==> src/rtl/beep_sequencer.sv <==
// Prioritised multi-source alert-tone generator: turns rising edges on event_in
// into fixed-length square-wave beeps written to the codec at its accept rate.
module beep_sequencer #(
  parameter int                    NUM_SRC    = 2,
  parameter int                    SAMPLE_W   = 32,
  parameter logic [SAMPLE_W-1:0]   AMPLITUDE  = 32'h0800_0000,
  parameter int                    HP_W       = 16,
  parameter int                    DUR_W      = 24,
  parameter int                    GAP_CYCLES = 1_000_000,
  localparam int                   SRC_W      = (NUM_SRC > 1) ? $clog2(NUM_SRC) : 1
) (
  input  logic                     CLOCK_50,
  input  logic                     reset,
  input  logic [NUM_SRC-1:0]       event_in,
  input  logic [NUM_SRC*HP_W-1:0]  half_period,
  input  logic [DUR_W-1:0]         beep_cycles,
  input  logic                     audio_out_allowed,
  output logic                     write_audio_out,
  output logic [SAMPLE_W-1:0]      sample_out,
  output logic                     beep_active,
  output logic [SRC_W-1:0]         beep_src
);

  localparam int              GAP_W    = (GAP_CYCLES > 1) ? $clog2(GAP_CYCLES + 1) : 1;
  localparam logic [GAP_W-1:0] GAP_LOAD = GAP_W'(GAP_CYCLES);

  typedef enum logic [1:0] {
    IDLE,
    BEEP,
    GAP
  } state_t;

  state_t               state, state_n;
  logic [NUM_SRC-1:0]   event_d;
  logic [NUM_SRC-1:0]   pend, pend_n;
  logic [NUM_SRC-1:0]   rise, req;
  logic [NUM_SRC-1:0]   cur_mask, lower_mask;
  logic                 start, retrig;
  logic [SRC_W-1:0]     start_src;
  logic [DUR_W-1:0]     dur_cnt, dur_load;
  logic [GAP_W-1:0]     gap_cnt;
  logic [HP_W-1:0]      hp_lat, hp_sel;
  logic [HP_W-1:0]      sample_cnt;
  logic                 phase;

  function automatic logic [SRC_W-1:0] lowest(input logic [NUM_SRC-1:0] v);
    lowest = '0;
    for (int i = NUM_SRC - 1; i >= 0; i--) begin
      if (v[i]) lowest = SRC_W'(i);
    end
  endfunction

  // Masks of the sounding source and of every source that outranks it.
  always_comb begin
    rise       = event_in & ~event_d;
    req        = pend | rise;
    cur_mask   = '0;
    lower_mask = '0;
    for (int i = 0; i < NUM_SRC; i++) begin
      cur_mask[i]   = (beep_src == SRC_W'(i));
      lower_mask[i] = (SRC_W'(i) < beep_src);
    end
  end

  // NOTE: every variable gets a default before the case so no path can leave
  // one unassigned; otherwise synthesis infers a latch to hold the old value.
  always_comb begin
    state_n   = state;
    start     = 1'b0;
    start_src = beep_src;
    retrig    = 1'b0;
    pend_n    = pend | rise;
    unique case (state)
      IDLE: begin
        if (|req) begin
          start     = 1'b1;
          start_src = lowest(req);
        end
      end
      BEEP: begin
        // A rise on the sounding source never queues it again.
        pend_n = pend | (rise & ~cur_mask);
        if (|(rise & lower_mask)) begin
          start     = 1'b1;
          start_src = lowest(req);
        end else if (|(rise & cur_mask)) begin
          retrig = 1'b1;
        end else if (dur_cnt <= DUR_W'(1)) begin
          if (|pend_n) begin
            if (GAP_CYCLES > 0) begin
              state_n = GAP;
            end else begin
              start     = 1'b1;
              start_src = lowest(pend_n);
            end
          end else begin
            state_n = IDLE;
          end
        end
      end
      GAP: begin
        if (gap_cnt <= GAP_W'(1)) begin
          start     = 1'b1;
          start_src = lowest(req);
        end
      end
      default: state_n = IDLE;
    endcase
    if (start) begin
      state_n = BEEP;
      for (int i = 0; i < NUM_SRC; i++) begin
        if (start_src == SRC_W'(i)) pend_n[i] = 1'b0;
      end
    end
  end

  always_comb begin
    hp_sel = '0;
    for (int i = 0; i < NUM_SRC; i++) begin
      if (start_src == SRC_W'(i)) hp_sel = half_period[i*HP_W +: HP_W];
    end
    if (hp_sel == '0) hp_sel = HP_W'(1);
    dur_load = (beep_cycles == '0) ? DUR_W'(1) : beep_cycles;
  end

  // NOTE: sequential state uses non-blocking assignments so every register
  // samples the pre-edge values regardless of statement order.
  always_ff @(posedge CLOCK_50) begin
    // Loading event_d during reset keeps levels held through reset from triggering.
    event_d <= event_in;
    if (reset) begin
      state <= IDLE;
      pend  <= '0;
    end else begin
      state <= state_n;
      pend  <= pend_n;
    end
  end

  always_ff @(posedge CLOCK_50) begin
    if (reset) begin
      beep_src   <= '0;
      hp_lat     <= '0;
      dur_cnt    <= '0;
      gap_cnt    <= '0;
      sample_cnt <= '0;
      phase      <= 1'b1;
    end else begin
      if (state_n == GAP && state != GAP) begin
        gap_cnt <= GAP_LOAD;
      end else if (state == GAP) begin
        gap_cnt <= gap_cnt - GAP_W'(1);
      end

      if (start) begin
        beep_src   <= start_src;
        hp_lat     <= hp_sel;
        dur_cnt    <= dur_load;
        phase      <= 1'b1;
        sample_cnt <= '0;
      end else begin
        if (retrig) begin
          dur_cnt <= dur_load;
        end else if (state == BEEP && dur_cnt != '0) begin
          dur_cnt <= dur_cnt - DUR_W'(1);
        end
        // Tone advances only on accepted writes, so its period is in samples.
        if (state == BEEP && write_audio_out) begin
          if (sample_cnt == hp_lat - HP_W'(1)) begin
            sample_cnt <= '0;
            phase      <= ~phase;
          end else begin
            sample_cnt <= sample_cnt + HP_W'(1);
          end
        end
      end
    end
  end

  assign write_audio_out = audio_out_allowed & ~reset;
  assign beep_active     = (state == BEEP);
  assign sample_out      = beep_active ? (phase ? AMPLITUDE : -AMPLITUDE) : '0;

endmodule

==> config.mk <==
export PLATFORM = sky130hd
export DESIGN_NAME = beep_sequencer
export DESIGN_NICKNAME = d
export VERILOG_FILES = /design/src/rtl/beep_sequencer.sv
export SDC_FILE = /design/constraint.sdc
export NUM_CORES = 1
export LEC_CHECK = 0
export BUFFER_PORTS_ARGS = -buffer_cell sky130_fd_sc_hd__buf_2
export CAP_MARGIN = 20
export CORE_UTILIZATION = 43
export DETAILED_ROUTE_END_ITERATION = 6
export PLACE_DENSITY_LB_ADDON = 0.08
export SYNTH_ARGS = -nofsm -noshare
export SYNTH_HDL_FRONTEND = slang
export SYNTH_SLANG_ARGS = --single-unit
==> constraint.sdc <==
create_clock -name CLOCK_50 -period 3.25 [get_ports CLOCK_50]
set_input_delay 0.325 -clock CLOCK_50 [delete_from_list [all_inputs] [get_ports CLOCK_50]]
set_output_delay 0.325 -clock CLOCK_50 [all_outputs]
set_load 0.005 [all_outputs]
Word level (Yosys, flattened, before mapping)
Cells that the tools add are included.
{ "word_totals": {"input_bits": 61, "output_inout_bits": 35, "reg_bits": 84, "word_cells": 86} }
{ "op_classes": {"reduce_logical": 17, "muxes": 34, "magnitude_cmp": 4, "eq_ne": 5, "bitwise": 12, "add_sub_neg": 4} }
{ "ops": {"columns": ["op", "n"], "rows": [
  ["$mux W24", 4],
  ["$mux W32", 2],
  ["$mux W16", 3],
  ["$mux W20", 2],
  ["$le A24 B1 Y1 const B", 1],
  ["$logic_not A24 Y1", 1],
  ["$reduce_bool A24 Y1", 1],
  ["$sub A24 B1 Y24 const B", 1],
  ["$le A20 B1 Y1 const B", 1],
  ["$sub A20 B1 Y20 const B", 1],
  ["$add A16 B1 Y16 const B", 1],
  ["$eq A16 B16 Y1", 1],
  ["$logic_not A16 Y1", 1],
  ["$sub A16 B1 Y16 const B", 1],
  ["$mux W2", 7],
  ["$reduce_or A2 Y1", 7],
  ["$mux W1", 13],
  ["$and A2 B2 Y2", 4],
  ["$pmux W1 S3", 2],
  ["$eq A2 B2 Y1 const B", 2],
  ["$not A2 Y2", 2],
  ["$or A2 B2 Y2", 2],
  ["$pmux W2 S2", 1],
  ["$logic_and A1 B1 Y1", 3],
  ["9 further kinds", 12]
]} }

Longest topological paths before layout
Gate-level depths: netlist of run 1.
{ "depth": {"depth_word": 14, "depth_mapped": 10, "ltp_nobuf": 9} }

Worst setup path before layout of run 1
Ideal clock, no wire load.
{ "synth_path": {"path_type": "reg2reg", "startpoint": "reg gap_cnt[7]", "endpoint": "reg hp_lat[10]", "path_buffers": 3, "synth_period_minus_slack_ns": 2.915, "required_time_ns": 3.111, "arrival_time_ns": 2.776, "path_slack_ns": 0.335, "setup_time_ns": 0.139, "stages_incl_launch_ff": 10, "path_cell_list": "dfxtp_1 > or4_4 > or4_1 > buf_2 > or4_4 > a221oi_2 > buf_6 > buf_12 > mux2i_1 > a211oi_2"} }
{ "synth_via": {"elab_chain_cells": 6, "elab_cells_between_ends": 8, "cone_classes": "order compare (1); mux (6); reduce/logical (1)"} }
{ "synth_lines": {"columns": ["element", "line_no", "rtl"], "rows": [
  ["start, declared", "41", "logic [GAP_W-1:0] gap_cnt;"],
  ["start signal, assigned", "152", "gap_cnt <= gap_cnt - GAP_W'(1);"],
  ["$le A20 B1 Y1 (*)", "102", "if (gap_cnt <= GAP_W'(1)) begin"],
  ["$mux W1", "102", null],
  ["$pmux W1 S3", "73", "unique case (state)"],
  ["$mux W16", "120", "if (start_src == SRC_W'(i)) hp_sel = half_period[i*HP_W +: HP_W];"],
  ["$logic_not A16 Y1", "122", "if (hp_sel == '0) hp_sel = HP_W'(1);"],
  ["$mux W16", "122", null],
  ["end signal, assigned", "157", "hp_lat <= hp_sel;"],
  ["end, declared", "42", "logic [HP_W-1:0] hp_lat, hp_sel;"]
]} }
Mark *: on every way between the ends. The rest lies on a longest branch, timed or not.
A chain may end at the register's enable or synchronous reset.

Final worst setup path of run 1
{ "layout_path": {"startpoint": "reg gap_cnt[9]", "endpoint": "reg hp_lat[9]"} }
Same word-level chain as after synthesis.

==> qor.csv, run 1 <==
stage,metric,value,unit
outcome,status,finished with violations,
outcome,violations,DRC,
floorplan,design.core.area,11400,um2
floorplan,rows,39,
worst_setup_path,crit_top_cell,or4_4,
finish,final_cell_mix,"dfxtp_1, nor2_1, buf_2",
global_routing,grt-ovfl-total,0,
worst_setup_path,cp_slowest_stage_delay,560,ps
synthesis,yosysSeqAreaShare,33.4,%
cts,cts.sinks,84,
power_and_ir_drop,worst_ir_drop_vdd,0.358,mV
synthesis,synth_edf_count,0,
finish,seq_area,1680,um2
power_and_ir_drop,power.density,574,nW/um2
finish,multi_input_area,3070,um2
power_and_ir_drop,p_int,2200,uW
synthesis,synth_top_family_by_area,simple AND/OR/NAND/NOR gates,
global_routing,grt_start_max_net_pins,51,
synthesis,yosys_most_used_dff,dfxtp_1,
worst_setup_path,worstPathCellList,or4_4 -> or4_1 -> or4_4 -> a221oi_4 -> buf_12 -> mux2i_1 -> a211oi_1,
global_routing,track_usage,21.5,%
timing,final_hold_viol_count,0,
place,port_buffers,68,
timing,finClkSkew,7.43,ps
cts,cts-buffers-inserted,9,
finish,diodes,0,
cts,worstSkewPairLatency,350,ps
cts,htree_levels,3,
timing,worst_slew_pin_slew,596,ps
place,dp.cells,805,
timing,fin_crit_sh,90.2,%
timing,maxSlewViolCount,0,
detailed_routing,wl_per_cell,15.1,um
detailed_routing,drtIter0Drc,264,
detailed_routing,via_per_inst,5.49,
synthesis,synth_xor_xnor_area_share,10.1,%
synthesis,synth_compound_area_share,15.7,%
worst_setup_path,cp-start-kind,register,
finish,synthToLayoutAreaGrowth,13.7,%
timing,finalSetupViolations,0,
floorplan,die_width,110,um
power_and_ir_drop,switching_share,33.1,%
synthesis,synth_area,5040,um2
timing,hold_ws,128,ps
power_and_ir_drop,clockPowerShare,32.2,%
detailed_routing,drcViolationCount,2,
finish,final_common_cell,dfxtp_1,
worst_setup_path,arrival,3130,ps
worst_hold_path,worst_hold_path_type,in2reg,
timing,slew_headroom,59.9,%
global_routing,grt_pass1_wl,20000,um
synthesis,ys_warn_count,0,
flow_run,cap_violations,0,
worst_setup_path,end_kind,register,
power_and_ir_drop,combPwrFrac,29.0,%
worst_setup_path,path_delay_family,simple AND/OR/NAND/NOR gates,
detailed_routing,ant_nets,0,
timing,clock.fmax,341,MHz
timing,min_period,2930,ps
cts,cts_tree,yes,
detailed_routing,finalWirelength,12400,um
finish,stdcell_count,821,
synthesis,synth.distinct_cells,63,
worst_setup_path,slowest_stage,or4_4,
finish,drive_gt1_share,16.4,%
cts,clockBufferDepth,2,
place,globalplace.congestion,0.840,
timing,rsz0062_at_grt,no,
cts,clkTransAtPathRegs,60,ps
timing,setup-tns-final,0,ps
floorplan,die_area,12200,um2
floorplan,fp.dieH,110,um
power_and_ir_drop,pwr-share-seq,38.9,%
synthesis,ys_async_sr_fraction,0,%
synthesis,synth-seq-cells,84,
global_routing,antenna_found_initial,0,
cts,cts_root_buf,clkbuf_16,
synthesis,synthSimpleGateAreaFrac,27.1,%
synthesis,syn_inst,611,
cts,cts-hold-fix-buffers,0,
power_and_ir_drop,p_leak,0.00231,uW
finish,final_nets,741,
synthesis,synth.area.mux_share,4.00,%
worst_setup_path,required,3450,ps
worst_setup_path,worst-setup-path-type,reg2reg,
finish,n_fill_cell,1115,
worst_setup_path,worstPathMaxFanout,19,
detailed_routing,drt_first_pass_iters,6,
floorplan,io_pins,96,
global_routing,grt_pass1_vias,4065,
synthesis,avgSynthCellArea,8.25,um2
floorplan,start_util,44.1,%
worst_setup_path,path_buf_inv,1,
detailed_routing,num_vias,4509,
power_and_ir_drop,switching_power,1090,uW
cts,postCtsSetupRepairBufs,0,
cts,cts_resized,0,
synthesis,synthAdderAreaFrac,1.74,%
place,hpwlAfterDp,9390,um
## power by group through the flow
| stage | combinational (uW) | sequential [uW] | clock, uW |
|---|---|---|---|
| 6_report | 953 | 1280 | 1060 |
| 5_1_grt | 1050 | 1300 | 1130 |
| 4_1_cts | 952 | 1280 | 1080 |
| 3_5_place_dp | 946 | 1300 | 0 |
| 3_3_place_gp | 932 | 1300 | 0 |
| 2_1_floorplan | 762 | 1250 | 0 |
## synth_stat cells, drive strengths merged (2+ instances only)
library cell / number / area, um2
buf: 38 / 289
or4: 9 / 75.1
mux2i: 19 / 190
o22ai: 4 / 25.0
nand3: 14 / 70.1
nand2b: 2 / 12.5
a22o: 6 / 52.6
nor2: 81 / 307
nand2: 31 / 116
o41ai: 3 / 33.8
inv: 13 / 48.8
or2: 4 / 25.0
a31oi: 3 / 18.8
dfxtp: 84 / 1680
nand3b: 3 / 22.5
or3: 11 / 70.1
xor2: 30 / 263
o21ai: 12 / 60.1
and2: 4 / 25.0
nand4: 10 / 62.6
nor2b: 9 / 56.3
a211oi: 37 / 308
a41oi: 4 / 35.0
nor4: 25 / 156
a221oi: 4 / 41.3
a311oi: 4 / 35.0
and3: 6 / 37.5
o21a: 2 / 15.0
nor4b: 2 / 17.5
nor3: 54 / 270
clkbuf: 16 / 60.1
o2111ai: 3 / 26.3
xnor2: 28 / 245
o211ai: 2 / 15.0
ha: 7 / 87.6
a21oi: 11 / 55.1
## through the flow
stage	setup WS [ps]	util (%)	total power (uW)	cell area, um2
finish	319	50.2	3290	5730
global placement	378	47.5	2230	5430
detailed placement	335	47.5	2250	5430
CTS	314	50.2	3310	5730
global route	167	50.2	3480	5730
floorplan	335	-	2010	5140
## sequential cells by signal (all words and copies together) (netlist names)
| register | count |
|---|---|
| sample_cnt | 16 |
| event_d | 2 |
| state | 2 |
| hp_lat | 16 |
| gap_cnt | 20 |
| phase | 1 |
| beep_src | 1 |
| pend | 2 |
| dur_cnt | 24 |
## worst paths after layout
path                                   from  slack, ps  depth (start not counted)           to
worst max-delay path             gap_cnt[9]        320                          7    hp_lat[9]
worst min-delay path            event_in[0]        130                          1   event_d[0]
worst max register to register   gap_cnt[9]        320                          7    hp_lat[9]
worst min register to register  gap_cnt[18]        480                          1  gap_cnt[18]
## layout make-up
cell class / instances / area share, %
Multi-Input combinational cell: 485 / 53.5
Timing Repair Buffer: 79 / 7.82
Clock inverter: 3 / 0.764
Clock buffer: 13 / 4.54
Tap cell: 143 / 3.12
Inverter: 14 / 0.917
Sequential cell: 84 / 29.3
## layer usage
| layer | wire length [um] | GRT usage (%) | vias to the layer above |
|---|---|---|---|
| met1 | 5710 | 26.8 | 2113 |
| met3 | 528 | 5.29 | 13 |
| met5 | 0 | 0 | - |
| met4 | 140 | 6.20 | 0 |
| met2 | 6040 | 36.5 | 87 |
| li1 | - | - | 2296 |
## cells by family (layout without fill, tap and decap cells)
group,after synthesis,in the layout
AO/OA/AOI/OAI,103,103
XOR/XNOR,58,58
flip-flops,84,84
other,1,27
buffers and inverters,68,109
adder cells (fa/ha/maj),7,7
AND/OR/NAND/NOR,270,270
multiplexers,20,20
No activity file was read; power rests on OpenSTA's default activity.
==> run 2: changes to the inputs <==
--- a/config.mk
+++ b/config.mk
@@ -5,6 +5,7 @@
 export SDC_FILE = /design/constraint.sdc
 export NUM_CORES = 1
 export LEC_CHECK = 0
+export ABC_AREA = 1
 export BUFFER_PORTS_ARGS = -buffer_cell sky130_fd_sc_hd__buf_2
 export CAP_MARGIN = 20
 export CORE_UTILIZATION = 43
==> run 2 against run 1 <==
The flow now finishes without violations. Clock skew grew 2.4 ps. Sequential share of layout area shrank 1.8 points. Critical endpoint is now dur_cnt[10]. Largest power group unchanged. Die area increased by 8.9%. Design area rose by 6.5%. Synthesized cell count grew 34%. Maximum frequency up 18%.
==> qor.csv, run 2 <==
stage,metric,value,unit,change
outcome,status,finished clean,,was finished with violations
detailed_routing,num_vias,5253,,was 4509
cts,worstSkewPairLatency,350,ps,about the same
synthesis,synth.distinct_cells,46,,was 63
flow_run,cap_violations,0,,unchanged
global_routing,grt_pass1_wl,23200,um,was 20000 um
finish,largestRegisters,"dur_cnt x24, gap_cnt x20",,unchanged
worst_setup_path,end_kind,register,,unchanged
synthesis,ys_async_sr_fraction,0,%,unchanged
global_routing,grt_pass1_vias,4740,,was 4065
place,globalplace.congestion,0.912,,was 0.840
power_and_ir_drop,p_leak,0.00278,uW,was 0.00231 uW
timing,setup-tns-final,0,ps,unchanged
worst_setup_path,required,3490,ps,was 3450 ps
place,port_buffers,68,,unchanged
power_and_ir_drop,worst_ir_drop_vdd,0.318,mV,was 0.358 mV
detailed_routing,drt_first_pass_iters,5,,was 6
worst_setup_path,worst-setup-path-type,reg2reg,,unchanged
finish,final_cell_mix,"nand2_1, nor2_1, dfxtp_1",,"was dfxtp_1, nor2_1, buf_2"
finish,final_cell_area,6100,um2,was 5730 um2
floorplan,die_area,13200,um2,was 12200 um2
finish,n_fill_cell,1319,,was 1115
finish,top_register,dur_cnt,,unchanged
timing,slew_headroom,52.2,%,was 59.9%
floorplan,io_pins,96,,unchanged
synthesis,synth.most_common_cell,nand2_1,,was dfxtp_1
floorplan,start_util,45.0,%,was 44.1%
finish,diodes,0,,unchanged
timing,min_period,2490,ps,was 2930 ps
finish,drive_gt1_share,14.7,%,was 16.4%
global_routing,track_usage,22.7,%,was 21.5%
global_routing,grt-ovfl-total,0,,unchanged
cts,cts_tree,yes,,unchanged
cts,cts-buffers-inserted,9,,unchanged
floorplan,die_width,115,um,was 110 um
floorplan,rows,40,,was 39
finish,final_nets,943,,was 741
timing,final_hold_viol_count,0,,unchanged
cts,htree_levels,3,,unchanged
cts,cts_resized,0,,unchanged
synthesis,synth_top_area_cell,dfxtp_1,,unchanged
place,hpwlAfterDp,11100,um,was 9390 um
synthesis,yosys_most_used_dff,dfxtp_1,,unchanged
cts,cts_root_buf,clkbuf_16,,unchanged
floorplan,design.core.area,12200,um2,was 11400 um2
synthesis,yosysTopAreaCellShare,30.6,%,was 33.4%
timing,finalSetupViolations,0,,unchanged
worst_setup_path,worstPathMaxFanout,22,,was 19
floorplan,fp.dieH,115,um,was 110 um
cts,cts-hold-fix-buffers,0,,unchanged
worst_setup_path,cp-start-kind,register,,unchanged
detailed_routing,drtIter0Drc,303,,was 264
timing,worst_slew_pin_slew,711,ps,was 596 ps
finish,final_common_cell,nand2_1,,was dfxtp_1
timing,rsz0062_at_grt,no,,unchanged
timing,finClkSkew,9.83,ps,was 7.43 ps
synthesis,avgSynthCellArea,6.71,um2,was 8.25 um2
synthesis,synth_area_leaders,"dfxtp_1, nand2_1, nor2_1",,"was dfxtp_1, nor2_1, nor3_1"
finish,largest_register_ffs,24,,unchanged
detailed_routing,ant_nets,0,,unchanged
detailed_routing,wl_per_cell,13.9,um,was 15.1 um
synthesis,synth_edf_count,0,,unchanged
power_and_ir_drop,power.density,533,nW/um2,was 574 nW/um2
cts,cts.sinks,84,,unchanged
place,placed_area,5820,um2,was 5430 um2
synthesis,synth_area,5500,um2,was 5040 um2
timing,maxSlewViolCount,0,,unchanged
synthesis,yosysSeqAreaShare,30.6,%,was 33.4%
synthesis,ys_warn_count,0,,unchanged
synthesis,synth-seq-cells,84,,unchanged
timing,clock.fmax,402,MHz,was 341 MHz
detailed_routing,via_per_inst,5.02,,was 5.49
synthesis,syn_inst,819,,was 611
finish,synthToLayoutAreaGrowth,11.1,%,was 13.7%
detailed_routing,finalWirelength,14600,um,was 12400 um
worst_setup_path,arrival,2730,ps,was 3130 ps
cts,clockBufferDepth,2,,unchanged
synthesis,synth_commonest_cells,"nand2_1, nor2_1, dfxtp_1, inv_1, nand3_1",,"was dfxtp_1, nor2_1, nor3_1"
global_routing,antenna_found_initial,0,,unchanged
detailed_routing,drcViolationCount,0,,was 2
worst_hold_path,worst_hold_path_type,in2reg,,unchanged
cts,postCtsSetupRepairBufs,0,,unchanged
cts,clkTransAtPathRegs,70,ps,was 60 ps
global_routing,grt_start_max_net_pins,29,,was 51
timing,fin_crit_sh,76.6,%,was 90.2%
-- run 2: critical path: stages, from the launching register on --
cell     delay [ps]
dfxtp_1         380
inv_1            70
ha_1            230
nor2_1          110
nor2_1           60
nand3_1         100
o21ai_0          80
nand2_1         160
o21ai_2          90
inv_1           460
nand2_1         320
o21ai_0         260
a21oi_1          60
-- run 2: worst paths after layout --
path,start,slack [ps],endpoint,cells after the start
max,gap_cnt[0],760,dur_cnt[10],12
min reg2reg,hp_lat[15],470,hp_lat[15],2
max reg2reg,gap_cnt[0],760,dur_cnt[10],12
min,event_in[0],90,event_d[0],1
-- run 2: layout make-up --
type / count / area, um2 / area share [%]
inverter: 81 / 305 / 5.00
multi-input combinational: 628 / 3260 / 53.4
sequential: 84 / 1680 / 27.5
tap: 168 / 210 / 3.44
clock buffer: 11 / 253 / 4.14
timing repair buffer: 71 / 363 / 5.94
clock inverter: 4 / 32.5 / 0.533
-- run 2: where the power goes --
group	switching, uW	total [uW]	leakage [uW]	internal (uW)
Clock	449	1010	0.000134	560
Sequential	101	1220	0.000686	1120
Combinational	666	1030	0.00196	364
Total	1220	3260	0.00278	2040
-- run 2: cell families after synthesis --
group / count (synthesis) / synth area share (%)
AOI/OAI and AO/OA: 110 / 10.8
buffers and inverters: 133 / 11.9
other: 1 / 0.0682
DFF: 84 / 30.6
and+or+nand+nor: 428 / 36.1
adders and majority gates: 7 / 1.59
xor gates and xnor gates: 56 / 8.93
-- run 2: metal layers --
layer  track usage, %  up-vias  part of all wire [%]
li1                 -     2732                     -
met1             28.4     2377                    45
met2             39.0      125                    49
met3             4.32       19                   4.4
met4             7.62        0                   1.7
met5                0        -                     0
-- run 2: per-stage QoR --
step	utilization (%)	hold WS [ps]	total power [uW]	cells	worst slack, ps
after floorplan	-	353	2040	845	1310
after global placement	47.7	444	2260	1032	866
after detailed placement	47.7	447	2260	1032	786
after CTS	50.0	78.3	3280	1047	778
after global routing	50.0	81.0	3470	1047	488
final	50.0	91.4	3260	1047	762
